===== src/rtl/fifo_wr_arbiter.sv =====
//------------------------------------------------------------------------------
// Module   : fifo_wr_arbiter
// Purpose  : Round-robin arbiter sharing the enqueue side of a single-entry
//            FIFO (D_IN/ENQ/CLR/FULL_N) between NREQ producers. Also sequences
//            FIFO flushes (RUN -> CLR -> DONE -> RUN) and keeps a saturating
//            count of accepted enqueues for debug.
// Ports    : CLK, RST (async, active-high)
//            REQ_VALID/REQ_DATA/REQ_READY : producer handshake (zero latency)
//            FIFO_D_IN/FIFO_ENQ/FIFO_FULL_N/FIFO_CLR : FIFO enqueue side
//            FLUSH_REQ/FLUSH_DONE : flush request level / completion pulse
//            GRANT_ID, BUSY, ENQ_COUNT : status
// Revision : 1.0 - initial release
//------------------------------------------------------------------------------
`default_nettype none

module fifo_wr_arbiter #(
  parameter int NREQ  = 4,
  parameter int WIDTH = 1,
  parameter int IDW   = 2
) (
  input  logic                  CLK,
  input  logic                  RST,
  input  logic [NREQ-1:0]       REQ_VALID,
  input  logic [NREQ*WIDTH-1:0] REQ_DATA,
  output logic [NREQ-1:0]       REQ_READY,
  output logic [WIDTH-1:0]      FIFO_D_IN,
  output logic                  FIFO_ENQ,
  input  logic                  FIFO_FULL_N,
  output logic                  FIFO_CLR,
  input  logic                  FLUSH_REQ,
  output logic                  FLUSH_DONE,
  output logic [IDW-1:0]        GRANT_ID,
  output logic                  BUSY,
  output logic [15:0]           ENQ_COUNT
);

  typedef enum logic [1:0] {
    S_RUN  = 2'd0,
    S_CLR  = 2'd1,
    S_DONE = 2'd2
  } state_t;

  localparam logic [IDW:0]   C_NREQ_W = (IDW+1)'(NREQ);
  localparam logic [IDW-1:0] C_LAST   = IDW'(NREQ - 1);

  state_t         state_q, state_d;
  logic [IDW-1:0] rr_q, rr_d;
  logic [15:0]    cnt_q, cnt_d;

  logic [2*NREQ-1:0] w_rot;
  logic              w_found;
  logic [IDW-1:0]    w_off;
  logic [IDW:0]      w_sum;
  logic [IDW-1:0]    w_winner;
  logic              w_enq;

  // Rotate the request vector so that the rr pointer lands at bit 0; the
  // first set bit then gives the offset of the winner from the pointer.
  always_comb begin
    w_rot   = {REQ_VALID, REQ_VALID} >> rr_q;
    w_found = 1'b0;
    w_off   = '0;
    for (int k = 0; k < NREQ; k++) begin
      if (!w_found && w_rot[k]) begin
        w_found = 1'b1;
        w_off   = IDW'(k);
      end
    end
    w_sum = {1'b0, rr_q} + {1'b0, w_off};
    if (w_sum >= C_NREQ_W) begin
      w_sum = w_sum - C_NREQ_W;
    end
    w_winner = w_sum[IDW-1:0];
  end

  // Grants only in RUN with no pending flush. RST gating keeps every output
  // at zero as soon as reset rises, before any clock edge.
  assign w_enq = !RST && (state_q == S_RUN) && !FLUSH_REQ && w_found && FIFO_FULL_N;

  assign FIFO_ENQ   = w_enq;
  assign REQ_READY  = w_enq ? (NREQ'(1) << w_winner) : '0;
  assign FIFO_D_IN  = w_enq ? REQ_DATA[int'(w_winner)*WIDTH +: WIDTH] : '0;
  assign GRANT_ID   = w_enq ? w_winner : '0;
  assign FIFO_CLR   = (state_q == S_CLR);
  assign FLUSH_DONE = (state_q == S_DONE);
  assign BUSY       = (state_q != S_RUN);
  assign ENQ_COUNT  = cnt_q;

  always_comb begin
    state_d = state_q;
    rr_d    = rr_q;
    cnt_d   = cnt_q;
    case (state_q)
      S_RUN: begin
        if (FLUSH_REQ) begin
          state_d = S_CLR;
        end else if (w_enq) begin
          rr_d = (w_winner == C_LAST) ? '0 : w_winner + 1'b1;
          if (cnt_q != 16'hFFFF) begin
            cnt_d = cnt_q + 16'd1;
          end
        end
      end
      S_CLR: begin
        cnt_d   = '0;
        state_d = S_DONE;
      end
      S_DONE: begin
        state_d = S_RUN;
      end
      default: begin
        state_d = S_RUN;
      end
    endcase
  end

  always_ff @(posedge CLK or posedge RST) begin
    if (RST) begin
      state_q <= S_RUN;
      rr_q    <= '0;
      cnt_q   <= '0;
    end else begin
      state_q <= state_d;
      rr_q    <= rr_d;
      cnt_q   <= cnt_d;
    end
  end

endmodule

`default_nettype wire


===== config.mk =====
export PLATFORM = sky130hd
export DESIGN_NAME = fifo_wr_arbiter
export DESIGN_NICKNAME = d
export VERILOG_FILES = /design/src/rtl/fifo_wr_arbiter.sv
export SDC_FILE = /design/constraint.sdc
export NUM_CORES = 1
export LEC_CHECK = 0
export ABC_AREA = 1
export BUFFER_PORTS_ARGS = -buffer_cell sky130_fd_sc_hd__buf_2
export CORE_AREA = 2 2 55 57
export DETAILED_ROUTE_END_ITERATION = 7
export DIE_AREA = 0 0 57 59
export PLACE_DENSITY_LB_ADDON = 0.25
export SLEW_MARGIN = 20
export SYNTH_ARGS = -nofsm -noshare
export SYNTH_HDL_FRONTEND = slang
export SYNTH_SLANG_ARGS = --single-unit

===== constraint.sdc =====
create_clock -name CLK -period 5 [get_ports CLK]
set_clock_uncertainty 0.15 [all_clocks]
set_input_delay 0.5 -clock CLK [delete_from_list [all_inputs] [get_ports CLK]]
set_output_delay 0.5 -clock CLK [all_outputs]
set_load 0.01 [all_outputs]

# [After elaboration in Yosys (flattened, before gate mapping)]
# Index checks and enable logic that the tools add are counted.
[word_totals] output_inout_bits=27 wordCells=55 register_bits=20 in_bits=12
[op_classes] shift=3 magnitude_cmp=1 bitwise=1 eq_ne=8 add_sub_neg=4 n_reduce_logical=17 muxes=18
[op_table] cell="16-bit two-way mux" count=3
[op_table] cell="16-bit one-hot mux with 2 select lines" count=1
[op_table] cell="16-bit by 1-bit adder with 16-bit output (second input constant)" count=1
[op_table] cell="16-bit inequality test (second input constant)" count=1
[op_table] cell="2-bit two-way mux" count=6
[op_table] cell="8-bit by 2-bit >> shifter with 4-bit output" count=1
[op_table] cell="1-bit logical AND" count=7
[op_table] cell="1-bit two-way mux" count=6
[op_table] cell="2-bit inequality test (second input constant)" count=3
[op_table] cell="1-bit zero test" count=5
[op_table] cell="2-bit equality test (second input constant)" count=2
[op_table] cell="4-bit two-way mux" count=1
[op_table] cell="2-bit one-hot mux with 2 select lines" count=1
[op_table] cell="4-bit AND reduction" count=1
[op_table] cell="2-bit nonzero test" count=2
[op_table] cell="4-bit by 3-bit indexed part select with 1-bit output" count=1
[op_table] cell="1-bit by 2-bit left shift with 4-bit output (first input constant)" count=1
[op_table] cell="2-bit by 2-bit adder with 3-bit output" count=1
[op_table] cell="3-bit >= comparator (second input constant)" count=1
[op_table] cell="3-bit AND reduction" count=1
[op_table] cell="2-bit by 1-bit adder with 2-bit output (second input constant)" count=1
[op_table] cell="2-bit by 1-bit equality test with 1-bit output (second input constant)" count=1
[op_table] cell="2-bit zero test" count=1
[op_table] cell="2-bit by 1-bit inequality test with 1-bit output (second input constant)" count=1
[op_table] cell="2 further kinds" count=2

# [Logic depth before layout (Yosys ltp)]
# Gate-level depths: netlist (run 1).
[depth] depth_word=16 depth_mapped=14 mapped_depth_nobuf=14

# [Worst setup path after synthesis (run 1)]
# No wires, ideal clock.
[synth_timing] path_type="input port to output port" start="in RST" end="out REQ_READY[1]" t_required_ps=4350 path_stages=6 slack_ps=2571 n_path_buf=0 arrival_ps=1779 path_cell_list="inv_1 > nand4_1 > o21bai_4 > nor2_1 > nand2_1 > inv_1"
[synth_via] elab_chain_len=6
[synth_rtl] element="start: declaration" line_no="22" source="input logic RST,"
[synth_rtl] element="1-bit zero test (no source line)"
[synth_rtl] element="1-bit logical AND (4 in a row)" line_no="78" source="assign w_enq = !RST && (state_q == S_RUN) && !FLUSH_REQ && w_found && FIFO_FULL_N;"
[synth_rtl] element="4-bit two-way mux" line_no="81" source="assign REQ_READY = w_enq ? (NREQ'(1) << w_winner) : '0;"
[synth_rtl] element="end: declaration" line_no="25" source="output logic [NREQ-1:0] REQ_READY,"
# No other way between the ends.

# [Final worst setup path (run 1)]
[layout_timing] start="reg rr_q[0]" end="out FIFO_D_IN"
[layout_via] elab_chain_len=16 elab_cells_between_ends=22 cone_classes="2 x add/sub; 1 x order compare; 2 x shift; 9 x mux; 8 x reduce/logical"
[layout_rtl] element="start: declaration" line_no="47" source="logic [IDW-1:0] rr_q, rr_d;"
[layout_rtl] element="start signal: assignment" line_no="124" source="rr_q <= rr_d;"
[layout_rtl] element="8-bit by 2-bit >> shifter with 4-bit output" line_no="60" source="w_rot = {REQ_VALID, REQ_VALID} >> rr_q;"
[layout_rtl] element="1-bit two-way mux" line_no="64" source="if (!w_found && w_rot[k]) begin"
[layout_rtl] element="1-bit zero test" line_no="64"
[layout_rtl] element="1-bit logical AND" line_no="64"
[layout_rtl] element="1-bit two-way mux" line_no="64"
[layout_rtl] element="1-bit zero test" line_no="64"
[layout_rtl] element="1-bit logical AND" line_no="64"
[layout_rtl] element="1-bit two-way mux" line_no="64"
[layout_rtl] element="1-bit zero test" line_no="64"
[layout_rtl] element="1-bit logical AND" line_no="64"
[layout_rtl] element="2-bit two-way mux" line_no="64"
[layout_rtl] element="2-bit by 2-bit adder with 3-bit output" line_no="69" source="w_sum = {1'b0, rr_q} + {1'b0, w_off};"
[layout_rtl] element="3-bit >= comparator / 2-bit by 1-bit subtractor with 2-bit output (equally long branches)" line_no="70, 71"
[layout_rtl] element="2-bit two-way mux" line_no="70" source="if (w_sum >= C_NREQ_W) begin"
[layout_rtl] element="4-bit by 3-bit indexed part select with 1-bit output" line_no="82" source="assign FIFO_D_IN = w_enq ? REQ_DATA[int'(w_winner)*WIDTH +: WIDTH] : '0;"
[layout_rtl] element="1-bit two-way mux (*)" line_no="82"
[layout_rtl] element="end: declaration" line_no="26" source="output logic [WIDTH-1:0] FIFO_D_IN,"
# Every way passes the cells marked *; elsewhere a longest branch is shown, timed or not.

==> results of run 1 <==
==> path summary, 6_finish.rpt <==
| check | from | to | slack, ns | cells after the start |
|---|---|---|---|---|
| setup / recovery | rr_q[0]$_DFFE_PP0P_ | FIFO_D_IN | 2.02 | 15 |
| max in group asynchronous | RST | ENQ_COUNT[15]$_DFFE_PP0P_ | 4.04 | 2 |
| hold / removal | RST | state_q[1]$_DFFE_PP0P_ | 0.16 | 2 |
| min in group CLK | FLUSH_REQ | state_q[0]$_DFFE_PP0P_ | 0.31 | 3 |
| setup reg to reg | rr_q[0]$_DFFE_PP0P_ | rr_q[1]$_DFFE_PP0P_ | 2.84 | 13 |
| hold reg to reg | state_q[1]$_DFFE_PP0P_ | state_q[1]$_DFFE_PP0P_ | 0.34 | 1 |
==> layer usage <==
metal | track usage, % | part of all wire [%] | wire (µm)
met1 | 24.79 | 43 | 1379
met2 | 37.77 | 51 | 1650
met4 | 6.645 | 1.2 | 38
met5 | 0 | 0 | 0
met3 | 2.838 | 4.6 | 147
==> per-stage QoR <==
step / area [µm²] / hold WS (ns) / instances
finish: 1722 / 0.1600 / 276
global route: 1722 / 0.2222 / 276
CTS: 1722 / 0.1848 / 276
detailed placement: 1685 / 0.3223 / 272
global placement: 1685 / 0.3205 / 272
floorplan: 1508 / 0.2970 / 209
==> logic make-up (layout without fill, tap and decap cells) <==
kind of cell    Yosys count  after routing
simple gates            141            141
buf+inv                  28             64
flops                    20             20
xor+xnor                 15             15
compound gates            3              3
fa+ha+maj                 2              2
==> registers in the layout (all words and copies together), names as in the netlist <==
signal,cells
ENQ_COUNT,16
rr_q,2
state_q,2
==> cell usage after synthesis, types with 2 or more instances <==
| cell | instances | area [µm²] |
|---|---|---|
| nand3_1 | 40 | 200.2 |
| nand2_1 | 57 | 214.0 |
| inv_1 | 19 | 71.32 |
| nand3b_1 | 10 | 75.07 |
| nand3_2 | 3 | 30.03 |
| xor2_1 | 14 | 122.6 |
| nand4_1 | 2 | 12.51 |
| buf_4 | 2 | 15.01 |
| ha_1 | 2 | 25.02 |
| inv_2 | 2 | 7.510 |
| nor3_1 | 4 | 20.02 |
| dfrtp_1 | 20 | 500.5 |
| nand2_2 | 3 | 18.77 |
| nor2_1 | 19 | 71.32 |
==> worst max-delay path: stages, from the launching register on <==
cell and delay [ns]:
dfrtp_1 0.47, inv_2 0.09, nand2_1 0.09, nand3_1 0.07, nand2_1 0.11, nand3_1 0.07, a21boi_0 0.17, ha_1 0.18
xor2_1 0.19, inv_1 0.07, nand3_1 0.08, nand2_1 0.11, inv_1 0.09, nand3_1 0.06, nand2_1 0.06, buf_2 0.12
==> layout by cell type (no fill, tap or decap) <==
cell / n
nand2_8: 1
nor3_2: 1
nor2_4: 1
xnor2_1: 1
a21oi_1: 1
inv_2: 2
nor3_1: 4
nand2_1: 57
nor2_1: 19
nand3_2: 3
xor2_1: 14
buf_2: 38
clkbuf_4: 3
nand3_1: 40
clkbuf_8: 1
a21boi_0: 1
inv_4: 1
o21bai_4: 1
inv_1: 19
nand2_2: 3
dfrtp_1: 20
nand3b_1: 10
ha_1: 2
nand4_1: 2
==> final cells by class <==
class / instances / area (µm²) / share of cell area, %
Multi-Input combinational cell: 161 / 870.8 / 50.58
Inverter: 22 / 85.08 / 4.942
Timing Repair Buffer: 38 / 190.2 / 11.05
Sequential cell: 20 / 500.5 / 29.07
Tap cell: 31 / 38.79 / 2.253
Clock buffer: 4 / 36.28 / 2.108
==> power by group <==
group / switching (µW) / internal (µW)
combinational: 208 / 90.0
clock: 50.6 / 44.5
sequential: 23.3 / 178
==> flow_summary.toml, run 1 <==
[clock_network]
clk_pin_slew_worst_paths_ns = 0.12
clock_latency_ns = 0.31
numCtsBuffers = 3
ctsLongestPathBuffers = 2
holdBufCountCts = 0
post_cts_resized = 0
htreeDepth = 1
tritoncts = "yes"
cts_setup_buffers = 0
cts_root_buf = "clkbuf_4"
cts.sinks = 20

[synthesis]
synth_top_family_by_area = "simple AND/OR/NAND/NOR gates"
synth_simple_gate_area_share_pct = 45.31
synthMuxAreaShare_pct = 0
synth_xor_area_share_pct = 8.714
synth.net_count = 223
synth-seq-cells = 20
yosysSeqAreaShare_pct = 33.20
async_reset_ff_share_pct = 100.0
synth_edf_count = 0
avgSynthCellArea_um2 = 7.214
synth.distinct_cells = 26
synth_adder_area_share_pct = 1.660
synth_area_um2 = 1508
synth_cells = 209
synth_top_flop_cell = "dfrtp_1"
synth_warnings = 0
synth_compound_area_share_pct = 2.075

[global_routing]
grt_max_degree = 32
grt_pass1_wl_um = 5568
grt-ovfl-total = 0
first_global_vias = 1330
antenna_found_initial = 0
track_usage_pct = 20.52

[die]
core-area_um2 = 2710
initial_core_util_pct = 55.63
num_io_pins = 39
row_count = 19
die_width_um = 57
dieArea_um2 = 3363
die_height_um = 59

[timing]
slew_viol_final = 0
rsz0062_at_grt = "false"
maxSlewHeadroom_pct = 39.89
setup_viol = 0
finalCriticalPeriod_ns = 2.980
tns_ns = 0
fmax_mhz = 335.5
tightest_slew_ns = 0.9007
timing.final.ws_setup_ns = 2.020
fin_crit_sh_pct = 59.61
hold_violations = 0

[route]
ant_nets = 0
drc = 0
drt-total-wl_um = 3215
drt-pass1-iter-count = 5
drt-initial-drc-count = 104
wl_per_cell_um = 11.65
via_count = 1472
vias_per_cell = 5.333

[status]
status = "completed"

[final_layout]
drive_gt1_share_pct = 22.45
area_delta_synth_final_pct = 14.19
n_fill_cell = 267
nets = 260
diodes = 0
final_util_pct = 63.53

[power]
leakage_uw = 0.0009711
power_density_nw_per_um2 = 345.7
ir_drop_v = 0.0002633
p_total_uw = 595.1

[critical_path]
arrival_ns = 2.33
path_class = "register to output pin"
crit_path_start_kind = "register"
crit_fanout = 6
worstPathRequired_ns = 4.35
critPathCaptureType = "output pin"

[placed_design]
dp_hpwl_um = 2433
dp_slack_ns = 2.192
port_buffers = 38
finalWeightedCongestion = 0.8760

[run]
cap_violations = 0

[worst_hold_path]
hold_path_class = "primary input to asynchronous set/reset pin"
No activity file was read; power rests on OpenSTA's default activity.
==> run 2: changes to the inputs <==
--- a/config.mk
+++ b/config.mk
@@ -7,9 +7,9 @@
 export LEC_CHECK = 0
 export ABC_AREA = 1
 export BUFFER_PORTS_ARGS = -buffer_cell sky130_fd_sc_hd__buf_2
-export CORE_AREA = 2 2 55 57
+export CORE_AREA = 2 2 57 59
 export DETAILED_ROUTE_END_ITERATION = 7
-export DIE_AREA = 0 0 57 59
+export DIE_AREA = 0 0 59 61
 export PLACE_DENSITY_LB_ADDON = 0.25
 export SLEW_MARGIN = 20
 export SYNTH_ARGS = -nofsm -noshare
==> constraint.sdc (replaced) <==
create_clock -name CLK -period 2.95 [get_ports CLK]
set_clock_uncertainty 0.15 [all_clocks]
set_input_delay 0.295 -clock CLK [delete_from_list [all_inputs] [get_ports CLK]]
set_output_delay 0.295 -clock CLK [all_outputs]
set_load 0.01 [all_outputs]
==> run 2 against run 1 <==
  * Via count down 0.61%
  * Sequential power increased by 69%
  * Critical path depth is 1 lower
  * Critical path type unchanged
  * First-iteration DRC count is 13% lower
  * Cell count increased by 1.8%
  * Sequential share of layout area is 0.62 points lower
  * Register-to-register slack got worse by 2.0 ns
  * Die area rose by 7.0%
  * Global-route usage decreased by 1.5 points
  * Critical endpoint unchanged
==> flow_summary.toml, run 2 (synthesized netlist as in run 1, its figures left out) <==
[final_layout]
final_area_um2 = 1768
ff_latch_area_um2 = 503.0
largest_register_ffs = 16
nets = 263
n_fill_cell = 301
multi_input_area_um2 = 870.8
drive_gt1_share_pct = 23.79
layout_commonest_cell = "nand2_1"
diodes = 0
layout_common_cells = "57 x nand2_1, 40 x nand3_1, 38 x buf_2"
area_delta_synth_final_pct = 17.26

[global_routing]
grt_pass1_wl_um = 5257
antenna_found_initial = 0
grt_util_met1_pct = 23.71
met2_usage_pct = 33.02
track_usage_pct = 19.04
busiest_layer = "met2"
grt-ovfl-total = 0
use_met3_pct = 2.345
first_global_vias = 1242
grt_max_degree = 32

[placed_design]
dp_hpwl_um = 2404
dpl_cell_area_um2 = 1695
port_buffers = 38
finalWeightedCongestion = 0.8459

[timing]
setup_viol = 0
tightest_slew_ns = 0.8953
slew_viol_final = 0
fmax_mhz = 366.6
maxSlewHeadroom_pct = 40.25
fin_crit_sh_pct = 92.47
tns_ns = 0
finalCriticalPeriod_ns = 2.728
hold_violations = 0

[route]
ant_nets = 0
wl_per_cell_um = 11.25
vias_per_cell = 5.206
drt-initial-drc-count = 90
drc = 0
drt-pass1-iter-count = 4
via_count = 1463
drt-total-wl_um = 3161

[critical_path]
crit_path_start_kind = "register"
arrival_ns = 2.28
path_class = "register to output pin"
worstPathRequired_ns = 2.51
crit_fanout = 6
slowest_stage = "dfrtp_2"
critPathCaptureType = "output pin"
crit_path_max_incr_delay_ns = 0.46
ff2ff_path_depth = 13
r2r-end = "rr_q[1]$_DFFE_PP0P_"
crit_chain = "inv_1, nand3_1, nand2_1, nand3_1, a21boi_1, ha_1, xor2_1, inv_1, nand3_1, nand2_1, inv_1, nand3_1, nand2_1, buf_2"
cp-startpoint = "rr_q[1]$_DFFE_PP0P_"
reg2reg_from = "rr_q[1]$_DFFE_PP0P_"
critPathMostFrequentCell = "nand3_1"
endpoint = "FIFO_D_IN"
ff2ff_setup_slack_ns = 0.86

[power]
ir_drop_v = 0.0004304
clock_power_share_pct = 21.0
p_total_uw = 1094
leakage_uw = 0.0009908
p_comb_share_pct = 47.8
pwr-share-seq_pct = 31.1
intPower_uw = 607.2
switchingPower_uw = 487.3
power_density_nw_per_um2 = 619.1
swShare_pct = 44.52

[clock_network]
clock_latency_ns = 0.32
cts.sinks = 20
clk_pin_slew_worst_paths_ns = 0.12
cts_root_buf = "clkbuf_4"
numCtsBuffers = 3
ctsLongestPathBuffers = 2
htreeDepth = 1
tritoncts = "yes"

[die]
initial_core_util_pct = 51.06
num_io_pins = 39
core-area_um2 = 2953
die_height_um = 61
die_width_um = 59
row_count = 20
dieArea_um2 = 3599

[run]
cap_violations = 0

[status]
status = "completed"

[worst_hold_path]
hold_path_class = "primary input to register"
run 2: cell types whose count changed in the layout (fill, tap and decap cells not counted), sizes merged:
cell / change
buf: +2
bufinv: +1
clkbuf: -1
dlygate4sd3: +1
run 2: metal layers:
layer	routed length, µm	part of all wire (%)	vias to the layer above
met2	1539	49	40
met1	1393	44	662
met5	0	0	-
met3	166	5.3	5
met4	62	2.0	0
li1	-	-	756
run 2: area by class of cell:
type                    instances  share of cell area (%)
well taps                      33                   2.335
clock buffers                   3                   1.274
multi-input cells             161                   49.26
inverters                      22                   4.812
repair buffers                 41                   12.17
flip-flops and latches         20                   28.45
clock inverters                 1                   1.699
run 2: timing repair:
item,4_1_cts,5_1_grt
setup buffers,0,1
hold buffers,1,0
endpoints found under the setup margin,0,6
endpoints found under the hold margin,20,0
gates resized for setup,0,3
run 2: worst min-delay path by stage:
stage                          from                        to  cells after the start
after global routing      FLUSH_REQ    state_q[0]$_DFFE_PP0P_                      3
final                     FLUSH_REQ    state_q[0]$_DFFE_PP0P_                      3
after detailed placement        RST  ENQ_COUNT[2]$_DFFE_PP0P_                      3
after floorplan                 RST  ENQ_COUNT[0]$_DFFE_PP0P_                      1
after global placement          RST  ENQ_COUNT[2]$_DFFE_PP0P_                      3
after CTS                 FLUSH_REQ    state_q[0]$_DFFE_PP0P_                      3
run 2: power groups by stage:
stage | Combinational (µW) | Sequential (µW) | Clock [µW]
after floorplan | 423 | 333 | 0
after global placement | 498 | 344 | 0
after detailed placement | 512 | 345 | 0
after CTS | 514 | 339 | 234
after global routing | 605 | 345 | 247
final | 524 | 341 | 230
run 2: through the flow:
| stage | worst slack [ns] | std cells | hold slack, ns | util, % |
|---|---|---|---|---|
| after floorplan | 0.7268 | 209 | 0.1173 | - |
| after global placement | 0.6513 | 275 | 0.2334 | 57.42 |
| after detailed placement | 0.5073 | 275 | 0.2372 | 57.42 |
| after CTS | 0.1333 | 280 | 0.1090 | 59.53 |
| after global routing | -0.02295 | 281 | 0.1346 | 59.87 |
| final | 0.2223 | 281 | 0.1042 | 59.87 |
run 2: worst max-delay path: cells and delay by family, from the launching register on:
kind                       cells  cell delay (ns)
AOI/OAI and AO/OA              1             0.14
adders and majority gates      1             0.20
and+or+nand+nor                7             0.57
buffers and inverters          4             0.40
DFF                            1             0.46
xor gates and xnor gates       1             0.18
